===== config.mk =====
export PLATFORM = sky130hd
export DESIGN_NAME = checkpoint_ctrl
export DESIGN_NICKNAME = d
export VERILOG_FILES = /design/src/rtl/checkpoint_ctrl_pkg.sv /design/src/rtl/checkpoint_ctrl_ring_ptr.sv /design/src/rtl/checkpoint_ctrl.sv
export SDC_FILE = /design/constraint.sdc
export NUM_CORES = 1
export LEC_CHECK = 0
export ABC_CLOCK_PERIOD_IN_PS = 2400
export CORE_MARGIN = 2
export CORE_UTILIZATION = 50
export CTS_CLUSTER_DIAMETER = 150
export DETAILED_ROUTE_END_ITERATION = 6
export HOLD_SLACK_MARGIN = 0.15
export PLACE_DENSITY_LB_ADDON = 0.12
export SLEW_MARGIN = 20
export SYNTH_ARGS = -nofsm -noshare
export SYNTH_HDL_FRONTEND = slang
export SYNTH_SLANG_ARGS = --single-unit

===== constraint.sdc =====
create_clock -name clk -period 2.4 [get_ports clk]
set_clock_uncertainty 0.1 [all_clocks]
set_input_delay 0.36 -clock clk [delete_from_list [all_inputs] [get_ports clk]]
set_output_delay 0.36 -clock clk [all_outputs]
set_load 0.01 [all_outputs]

===== src/rtl/checkpoint_ctrl_pkg.sv =====
// Shared types for the branch checkpoint controller.
//   ckpt_ctrl_state_e : recovery sequencer states
//   ckpt_meta_t       : per-slot bookkeeping (valid, resolved, ROB tag)
// The package constants describe the default configuration; the slot
// struct carries a CKPT_TAG_W-bit ROB tag, so instantiations must keep
// TAG_W equal to CKPT_TAG_W.
package types_pkg;
  localparam int NUM_CKPT   = 4;
  localparam int CKPT_IDW   = $clog2(NUM_CKPT);
  localparam int CKPT_TAG_W = 5;

  typedef enum logic [1:0] {IDLE, RESTORE, DRAIN} ckpt_ctrl_state_e;

  typedef struct packed {
    logic                  valid;
    logic                  resolved;
    logic [CKPT_TAG_W-1:0] rob_tag;
  } ckpt_meta_t;
endpackage


===== src/rtl/checkpoint_ctrl_ring_ptr.sv =====
// ckpt_ring_ptr: head/tail/occupancy ring for the checkpoint slots.
//   push      : allocate at tail (tail++, count++)
//   pop       : retire at head (head++, count--)
//   trunc     : cut the ring back to trunc_idx (tail <- idx, count <- idx-head)
//   head/tail : oldest live slot / next free slot, wrap modulo NUM_CKPT
//   count     : live slots, 0..NUM_CKPT
// trunc is never raised together with push or pop by the controller.
module ckpt_ring_ptr #(
  parameter int  NUM_CKPT = 4,
  localparam int IDW      = $clog2(NUM_CKPT)
) (
  input  logic           clk,
  input  logic           reset,
  input  logic           push,
  input  logic           pop,
  input  logic           trunc,
  input  logic [IDW-1:0] trunc_idx,
  output logic [IDW-1:0] head,
  output logic [IDW-1:0] tail,
  output logic [IDW:0]   count
);
  logic [IDW-1:0] head_q, head_d, tail_q, tail_d;
  logic [IDW:0]   count_q, count_d;

  always_comb begin
    head_d  = head_q + IDW'(pop);
    tail_d  = tail_q + IDW'(push);
    count_d = count_q + (IDW+1)'(push) - (IDW+1)'(pop);
    if (trunc) begin
      // power-of-two ring: the subtraction wraps modulo NUM_CKPT for free
      tail_d  = trunc_idx;
      count_d = {1'b0, trunc_idx - head_q};
    end
  end

  always_ff @(posedge clk) begin
    if (reset) begin
      head_q  <= '0;
      tail_q  <= '0;
      count_q <= '0;
    end else begin
      head_q  <= head_d;
      tail_q  <= tail_d;
      count_q <= count_d;
    end
  end

  assign head  = head_q;
  assign tail  = tail_q;
  assign count = count_q;
endmodule


===== src/rtl/checkpoint_ctrl.sv =====
// checkpoint_ctrl: allocation / recovery sequencer for branch checkpoints.
//   alloc_*    : Rename request, grant, slot index, storage write strobe
//   resolve_*  : branch resolution from Execute (correct or mispredict)
//   restore_*  : one-cycle restore pulse with slot index and ROB flush tag
//   flush, recover_busy, full, count : pipeline control / occupancy
// Optional build macro CKPT_STATS_EN adds saturating 16-bit counters
// stat_mispredicts and stat_full_stalls.
module checkpoint_ctrl #(
  parameter int  NUM_CKPT       = 4,
  parameter int  TAG_W          = 5,
  parameter int  RECOVER_CYCLES = 2,
  localparam int IDW            = $clog2(NUM_CKPT)
) (
  input  logic             clk,
  input  logic             reset,
  input  logic             alloc_req,
  input  logic [TAG_W-1:0] alloc_rob_tag,
  output logic             alloc_gnt,
  output logic [IDW-1:0]   alloc_id,
  output logic             ckpt_we,
  output logic             full,
  input  logic             resolve_valid,
  input  logic [IDW-1:0]   resolve_id,
  input  logic             resolve_mispredict,
  output logic             restore_valid,
  output logic [IDW-1:0]   restore_idx,
  output logic [TAG_W-1:0] restore_rob_tag,
  output logic             flush,
  output logic             recover_busy,
  output logic [IDW:0]     count
`ifdef CKPT_STATS_EN
  ,
  output logic [15:0]      stat_mispredicts,
  output logic [15:0]      stat_full_stalls
`endif
);
  import types_pkg::*;

  localparam int DCW = $clog2(RECOVER_CYCLES) + 1;

  ckpt_meta_t       slot_q [NUM_CKPT];
  ckpt_meta_t       slot_d [NUM_CKPT];
  ckpt_ctrl_state_e state_q;
  logic [IDW-1:0]   idx_q;
  logic [DCW-1:0]   drain_cnt_q;
  logic [IDW-1:0]   head, tail, kill_off, off;
  logic             in_restore, mp_accept, resolve_ok, retire;

  assign in_restore = (state_q == RESTORE);
  // Execute was already flushed in the RESTORE cycle, so its mispredicts are stale
  assign mp_accept  = resolve_valid & resolve_mispredict & slot_q[resolve_id].valid & ~in_restore;
  assign resolve_ok = resolve_valid & ~resolve_mispredict & slot_q[resolve_id].valid;
  assign retire     = ~in_restore & slot_q[head].valid & slot_q[head].resolved;

  assign full      = (count == (IDW+1)'(NUM_CKPT));
  assign alloc_gnt = alloc_req & ~full & (state_q == IDLE) & ~(resolve_valid & resolve_mispredict);
  assign alloc_id  = tail;
  assign ckpt_we   = alloc_gnt;

  assign restore_valid   = in_restore;
  assign flush           = in_restore;
  assign restore_idx     = idx_q;
  assign restore_rob_tag = in_restore ? TAG_W'(slot_q[idx_q].rob_tag) : '0;
  assign recover_busy    = (state_q != IDLE);

  ckpt_ring_ptr #(.NUM_CKPT(NUM_CKPT)) u_ring (
    .clk       (clk),
    .reset     (reset),
    .push      (alloc_gnt),
    .pop       (retire),
    .trunc     (in_restore),
    .trunc_idx (idx_q),
    .head      (head),
    .tail      (tail),
    .count     (count)
  );

  always_comb begin
    slot_d   = slot_q;
    kill_off = idx_q - head;
    off      = '0;
    if (resolve_ok) slot_d[resolve_id].resolved = 1'b1;
    if (retire)     slot_d[head].valid = 1'b0;
    if (alloc_gnt) begin
      slot_d[tail].valid    = 1'b1;
      slot_d[tail].resolved = 1'b0;
      slot_d[tail].rob_tag  = alloc_rob_tag;
    end
    // Squash the mispredicted slot and everything younger. Age is measured
    // as distance from head, which also covers a full ring where tail == head.
    if (in_restore) begin
      for (int i = 0; i < NUM_CKPT; i++) begin
        off = IDW'(i) - head;
        if (off >= kill_off) slot_d[i].valid = 1'b0;
      end
    end
  end

  always_ff @(posedge clk) begin
    for (int i = 0; i < NUM_CKPT; i++)
      slot_q[i] <= reset ? '0 : slot_d[i];
  end

  always_ff @(posedge clk) begin
    if (reset) begin
      state_q     <= IDLE;
      idx_q       <= '0;
      drain_cnt_q <= '0;
    end else begin
      case (state_q)
        IDLE: if (mp_accept) begin
          state_q <= RESTORE;
          idx_q   <= resolve_id;
        end
        RESTORE: begin
          state_q     <= DRAIN;
          drain_cnt_q <= DCW'(RECOVER_CYCLES - 1);
        end
        DRAIN: begin
          if (mp_accept) begin
            state_q <= RESTORE;
            idx_q   <= resolve_id;
          end else if (drain_cnt_q == '0) begin
            state_q <= IDLE;
          end else begin
            drain_cnt_q <= drain_cnt_q - 1'b1;
          end
        end
        default: state_q <= IDLE;
      endcase
    end
  end

`ifdef CKPT_STATS_EN
  logic [15:0] stat_mis_q, stat_mis_d, stat_stall_q, stat_stall_d;

  always_comb begin
    stat_mis_d   = stat_mis_q;
    stat_stall_d = stat_stall_q;
    if (mp_accept && stat_mis_q != 16'hffff)            stat_mis_d   = stat_mis_q + 16'd1;
    if (alloc_req && full && stat_stall_q != 16'hffff) stat_stall_d = stat_stall_q + 16'd1;
  end

  always_ff @(posedge clk) begin
    if (reset) begin
      stat_mis_q   <= '0;
      stat_stall_q <= '0;
    end else begin
      stat_mis_q   <= stat_mis_d;
      stat_stall_q <= stat_stall_d;
    end
  end

  assign stat_mispredicts = stat_mis_q;
  assign stat_full_stalls = stat_stall_q;
`endif
endmodule


==> results.cfg, run 1 <==
[floorplan]
num_rows = 24
dieArea_sq_um = 5250
initial_core_util = 0.527
core_area_sq_um = 4440
die_y_um = 72.4
io_pins = 30
die_w_um = 72.4

[placement]
place_ws_ns = -0.0571
place_inst = 363
port_buffers = 29
routabilityCongestion = 0.928
dp.final_hpwl_um = 4380

[setup_path]
rr_startpoint = u_ring.head[0]$_SDFF_PP0_
crit_type = reg -> out
cp.arrival_ns = 1.87
startpoint = restore_idx[0]$_SDFFE_PP0P_
cp_data_required_time_ns = 1.94
cp-start-kind = flip-flop
critical_path.max_fanout = 5
crit_path_end_kind = output port

[global_routing]
grt_pass1_vias = 2100
grt_pass1_wl_um = 9930
grt_max_degree = 24
grt_antenna_before_repair = 0
grt_overflow_total = 0
grt_util_all_layers = 0.246

[flow_run]
cap_violations = 0

[logic_synthesis]
async_flop_share = 0
syn_nets = 299
synthCells = 271
ys_types = 44
synth_edf_count = 0
synth_seq_cells = 41
synth_top_area_share = 0.351
ys.flop_type = dfxtp_1
seq_area_frac_synth = 0.351
synth_area_leader_cell = dfxtp_1
synthTopCellsByArea = dfxtp_1, ha_1, mux4_2
yosys_warnings = 0
synth.cell_area_sq_um = 2340
syn_avg_cell_area_sq_um = 8.64

[sta]
worst_pin_slew_ns = 0.522
drv_slew = 0
max_clock_freq_ghz = 0.429
setup_ws_ns = 0.0680
maxSlewHeadroom = 0.651
setup_viol = 0
period_share = 0.972
rsz0062_at_grt = false
layout_min_cycle_time_ns = 2.33
timing_hold_violations_final = 0

[cts]
h-tree-depth = 2
cts-root-buf = clkbuf_8
clkSlewWorstSetupHoldPaths_ns = 0.08
cts_tree = yes
numCtsBuffers = 5
cts.sinks = 41
clk_path_buf_depth = 2
insertion_delay_ns = 0.30
post_cts_buffers = 0

[layout]
drive_above_1_share = 0.198
final_common_cell = dfxtp_1
nFillCells = 404
fin_cells = 370
antenna_cells = 0
layout_common_cells = dfxtp_1, buf_4, a21oi_1, o21ai_0, clkdlybuf4s50_1
syn2layout_area_growth_pct = 26.7
num-nets-final = 346

[route]
wl_met2_um = 2690
dr.pass1.iters = 4
drt-met1-wl_um = 2700
drc_errors = 0
wirelength_um = 5830
wl_met3_um = 291
drt_iter0_drc = 110
viasPerCell = 5.79
via_count = 2143
top_layer = met4
ant_nets = 0
wl_per_cell_um = 15.8

[pwr]
ir_drop_v = 0.000312
p_leak_nw = 1.18
p_per_area_nw_per_um2 = 528

[outcome]
outcome = finished clean

[worst_hold_path]
hp-start = slot_q[24]$_SDFFE_PP0P_
hold_class = reg -> reg
per-stage QoR:
stage                     setup TNS [ns]  power (mW)   util  hold slack (ns)  instance area, sq um
after floorplan                        0       0.955      -            0.351                  2350
after global placement                 0        1.13  0.645            0.360                  2870
after detailed placement         -0.0571        1.13  0.645            0.368                  2870
after CTS                              0        1.58  0.664            0.380                  2950
after global routing                   0        1.65  0.668            0.404                  2970
final                                  0        1.57  0.668            0.382                  2970
cell usage after synthesis, types with 2 or more instances:
master,count
a31oi_1,3
inv_1,21
buf_4,2
mux2_2,2
mux4_2,8
a21oi_1,27
nor3_1,6
dfxtp_1,41
nand3_1,17
a211oi_1,6
a41oi_1,4
ha_1,15
nand2b_1,2
clkbuf_1,15
nor2b_1,3
nand2_1,17
xor2_1,3
nor2_1,9
xnor2_1,3
o21ai_0,26
and2_1,11
a221oi_1,3
and4_1,2
mux2i_1,2
o31ai_1,3
or4_1,2
sequential cells by signal, summed over array words and instances, names as in the netlist:
signal	flops
u_ring.count	3
state_q	2
drain_cnt_q	2
restore_idx	2
slot_q	28
u_ring.head	2
u_ring.tail	2
logic make-up (layout without fill, tap and decap cells):
group	count (synthesis)	in the layout	share of synthesized area
mux	12	12	0.0951
fa+ha+maj	17	17	0.0930
simple gates	77	77	0.176
flops	41	41	0.351
compound gates	77	77	0.193
buf+inv	41	88	0.0695
xor+xnor	6	6	0.0225
where the power goes:
group	internal, mW	switching, mW	total, mW
logic	0.184	0.189	0.373
clock network	0.202	0.245	0.446
registers	0.717	0.0306	0.747
total	1.10	0.464	1.57
critical path, stage by stage, from the launching register on:
cell and delay (ns):
dfxtp_4 0.37, buf_4 0.16, buf_4 0.14, mux4_2 0.26, and2_1 0.16, clkdlybuf4s50_1 0.47
path summary, 6_finish.rpt:
kind	end	slack, ns	cells after the start
min reg2reg	slot_q[24]$_SDFFE_PP0P_	0.38	2
max reg2reg	u_ring.count[1]$_SDFF_PP0_	0.14	9
min	slot_q[24]$_SDFFE_PP0P_	0.38	2
max	restore_rob_tag[0]	0.07	5
per-layer routing:
layer	vias up	track usage
met1	1016	0.333
met2	61	0.387
li1	1051	-
met4	0	0.126
met3	15	0.0333
met5	-	0
final cells by class:
class | instances | area (sq um) | area share
timing repair buffer | 59 | 532 | 0.179
multi-input combinational | 189 | 1370 | 0.461
inverter | 22 | 85.1 | 0.0287
tap | 52 | 65.1 | 0.0219
clock buffer | 6 | 72.6 | 0.0245
clock inverter | 1 | 8.76 | 0.00295
sequential | 41 | 836 | 0.282
what timing repair did:
action	4_1_cts	5_1_grt
hold buffers	0	0
endpoints found under the setup margin	8	6
pin swaps	0	1
resized for setup	7	9
No activity file was read; power rests on OpenSTA's default activity.
==> inputs of run 2 (changes only) <==
ABC_CLOCK_PERIOD_IN_PS = 2700   (was 2400)
SKIP_LAST_GASP = 1   (was not set)
clock period = 2.7 ns   (was 2.4 ns; I/O delays follow)
==> run 2 against run 1 <==
Against the previous run:
- combinational power is 18% lower
- sequential power shrank 9.6%
- global-route usage is 0.55 points lower
- sequential share of layout area increased by 0.45 points
- clock power rose by 8.5%
- non-clock buffer count decreased by 11
- flip-flop and latch count stayed put
- power down 6.5%
- critical endpoint is now restore_rob_tag[1]
- largest cell class unchanged
- register-to-register slack gained 0.05 ns
- via count fell by 0.19%
- core utilization down 2.2 points
==> results.cfg, run 2 (synthesis gave the netlist of run 1 again) <==
[outcome]
outcome = finished clean

[floorplan]
die_w_um = 72.4
io_pins = 30
core_area_sq_um = 4440
die_y_um = 72.4
dieArea_sq_um = 5250
initial_core_util = 0.527
num_rows = 24

[route]
drc_errors = 0
dr.pass1.iters = 4
ant_nets = 0
wl_per_cell_um = 16.0
wirelength_um = 5750
viasPerCell = 5.96
via_count = 2139
drt_iter0_drc = 182

[placement]
dp.final_hpwl_um = 4150
routabilityCongestion = 0.802
port_buffers = 29

[cts]
cts-root-buf = clkbuf_8
insertion_delay_ns = 0.29
h-tree-depth = 2
numCtsBuffers = 5
cts_tree = yes
clkSlewWorstSetupHoldPaths_ns = 0.08
cts_resized = 0
post_cts_buffers = 0
holdBufCountCts = 0
cts.sinks = 41
clk_path_buf_depth = 2

[pwr]
ir_drop_v = 0.000297
p_sw_frac = 0.279
p_leak_nw = 1.07
p_comb_frac = 0.209
p_int_mw = 1.06
switching_power_mw = 0.409
pwr-share-seq = 0.460
clkPwrFrac = 0.330
p_per_area_nw_per_um2 = 511

[sta]
rsz0062_at_grt = false
timing_hold_violations_final = 0
tns_ns = 0
hold_ws_ns = 0.379
setup_viol = 0
drv_slew = 0
max_clock_freq_ghz = 0.389
maxSlewHeadroom = 0.538
layout_min_cycle_time_ns = 2.57
period_share = 0.952
worst_pin_slew_ns = 0.692

[layout]
drive_above_1_share = 0.140
nFillCells = 416
largest-register = slot_q
largest_register_ff_count = 28
final_common_cell = dfxtp_1
antenna_cells = 0
num-nets-final = 335
layout_common_cells = dfxtp_1, clkdlybuf4s50_1, a21oi_1, o21ai_0, inv_1
syn2layout_area_growth_pct = 22.5

[setup_path]
cp-start-kind = flip-flop
cp.arrival_ns = 2.07
cp_slowest_stage_delay_ns = 0.49
crit_type = reg -> out
startpoint = restore_idx[0]$_SDFFE_PP0P_
r2r_setup_slack_ns = 0.19
crit_chain = buf_4 -> mux4_2 -> and2_1 -> clkdlybuf4s50_1
rr_startpoint = slot_q[5]$_SDFF_PP0_
critical_path.max_fanout = 5
crit_path_end_kind = output port
cp_slowest_cell = mux4_2
cpLargestDelayFamily = buffers and inverters
cp_num_buf_inv = 2
cp_data_required_time_ns = 2.19

[flow_run]
cap_violations = 0

[global_routing]
grt_antenna_before_repair = 0
grt_pass1_wl_um = 9710
grt_util_all_layers = 0.241
grt_overflow_total = 0
grt_max_degree = 43
grt_pass1_vias = 2030

[worst_hold_path]
hp-start = slot_q[0]$_SDFFE_PP0P_
hold_class = reg -> reg
==> run 2: path summary, 6_finish.rpt <==
check / endpoint / cells after the start
min reg2reg: slot_q[0]$_SDFFE_PP0P_ / 2
min: slot_q[0]$_SDFFE_PP0P_ / 2
max reg2reg: u_ring.count[1]$_SDFF_PP0_ / 9
max: restore_rob_tag[1] / 4
==> run 2: area by class of cell <==
cell class	instances	area, sq um	area share
Clock buffer	5	68.8	0.0240
Inverter	22	82.6	0.0288
Timing Repair Buffer	48	433	0.151
Tap cell	52	65.1	0.0227
Clock inverter	2	35.0	0.0122
Sequential cell	41	821	0.286
Multi-Input combinational cell	189	1360	0.475
==> run 2: per-layer routing <==
metal	vias up	wire [um]	track usage
met2	68	2640	0.378
met3	7	369	0.0431
met5	-	0	0
met1	1029	2670	0.338
li1	1035	-	-
met4	0	70	0.0782
==> run 2: per-stage QoR <==
step | utilization | worst slack (ns) | cell area [sq um] | instances | total power [mW]
global placement | 0.621 | 0.0905 | 2760 | 352 | 0.985
CTS | 0.644 | 0.00395 | 2860 | 359 | 1.47
finish | 0.645 | 0.128 | 2870 | 359 | 1.47
floorplan | - | 0.100 | 2340 | 271 | 0.850
global route | 0.645 | 0.0198 | 2870 | 359 | 1.54
detailed placement | 0.621 | 0.0607 | 2760 | 352 | 0.992
==> run 2: power by group through the flow <==
stage	registers (mW)	clock network (mW)	logic [mW]
3_3_place_gp	0.687	0	0.298
2_1_floorplan	0.680	0	0.170
5_1_grt	0.680	0.519	0.340
4_1_cts	0.674	0.492	0.305
6_report	0.675	0.484	0.307
3_5_place_dp	0.688	0	0.304
==> run 2: worst min-delay path, cell delays in order, from the launching register on <==
cell     delay, ns
dfxtp_1       0.31
o21ai_0       0.06
a21oi_1       0.06
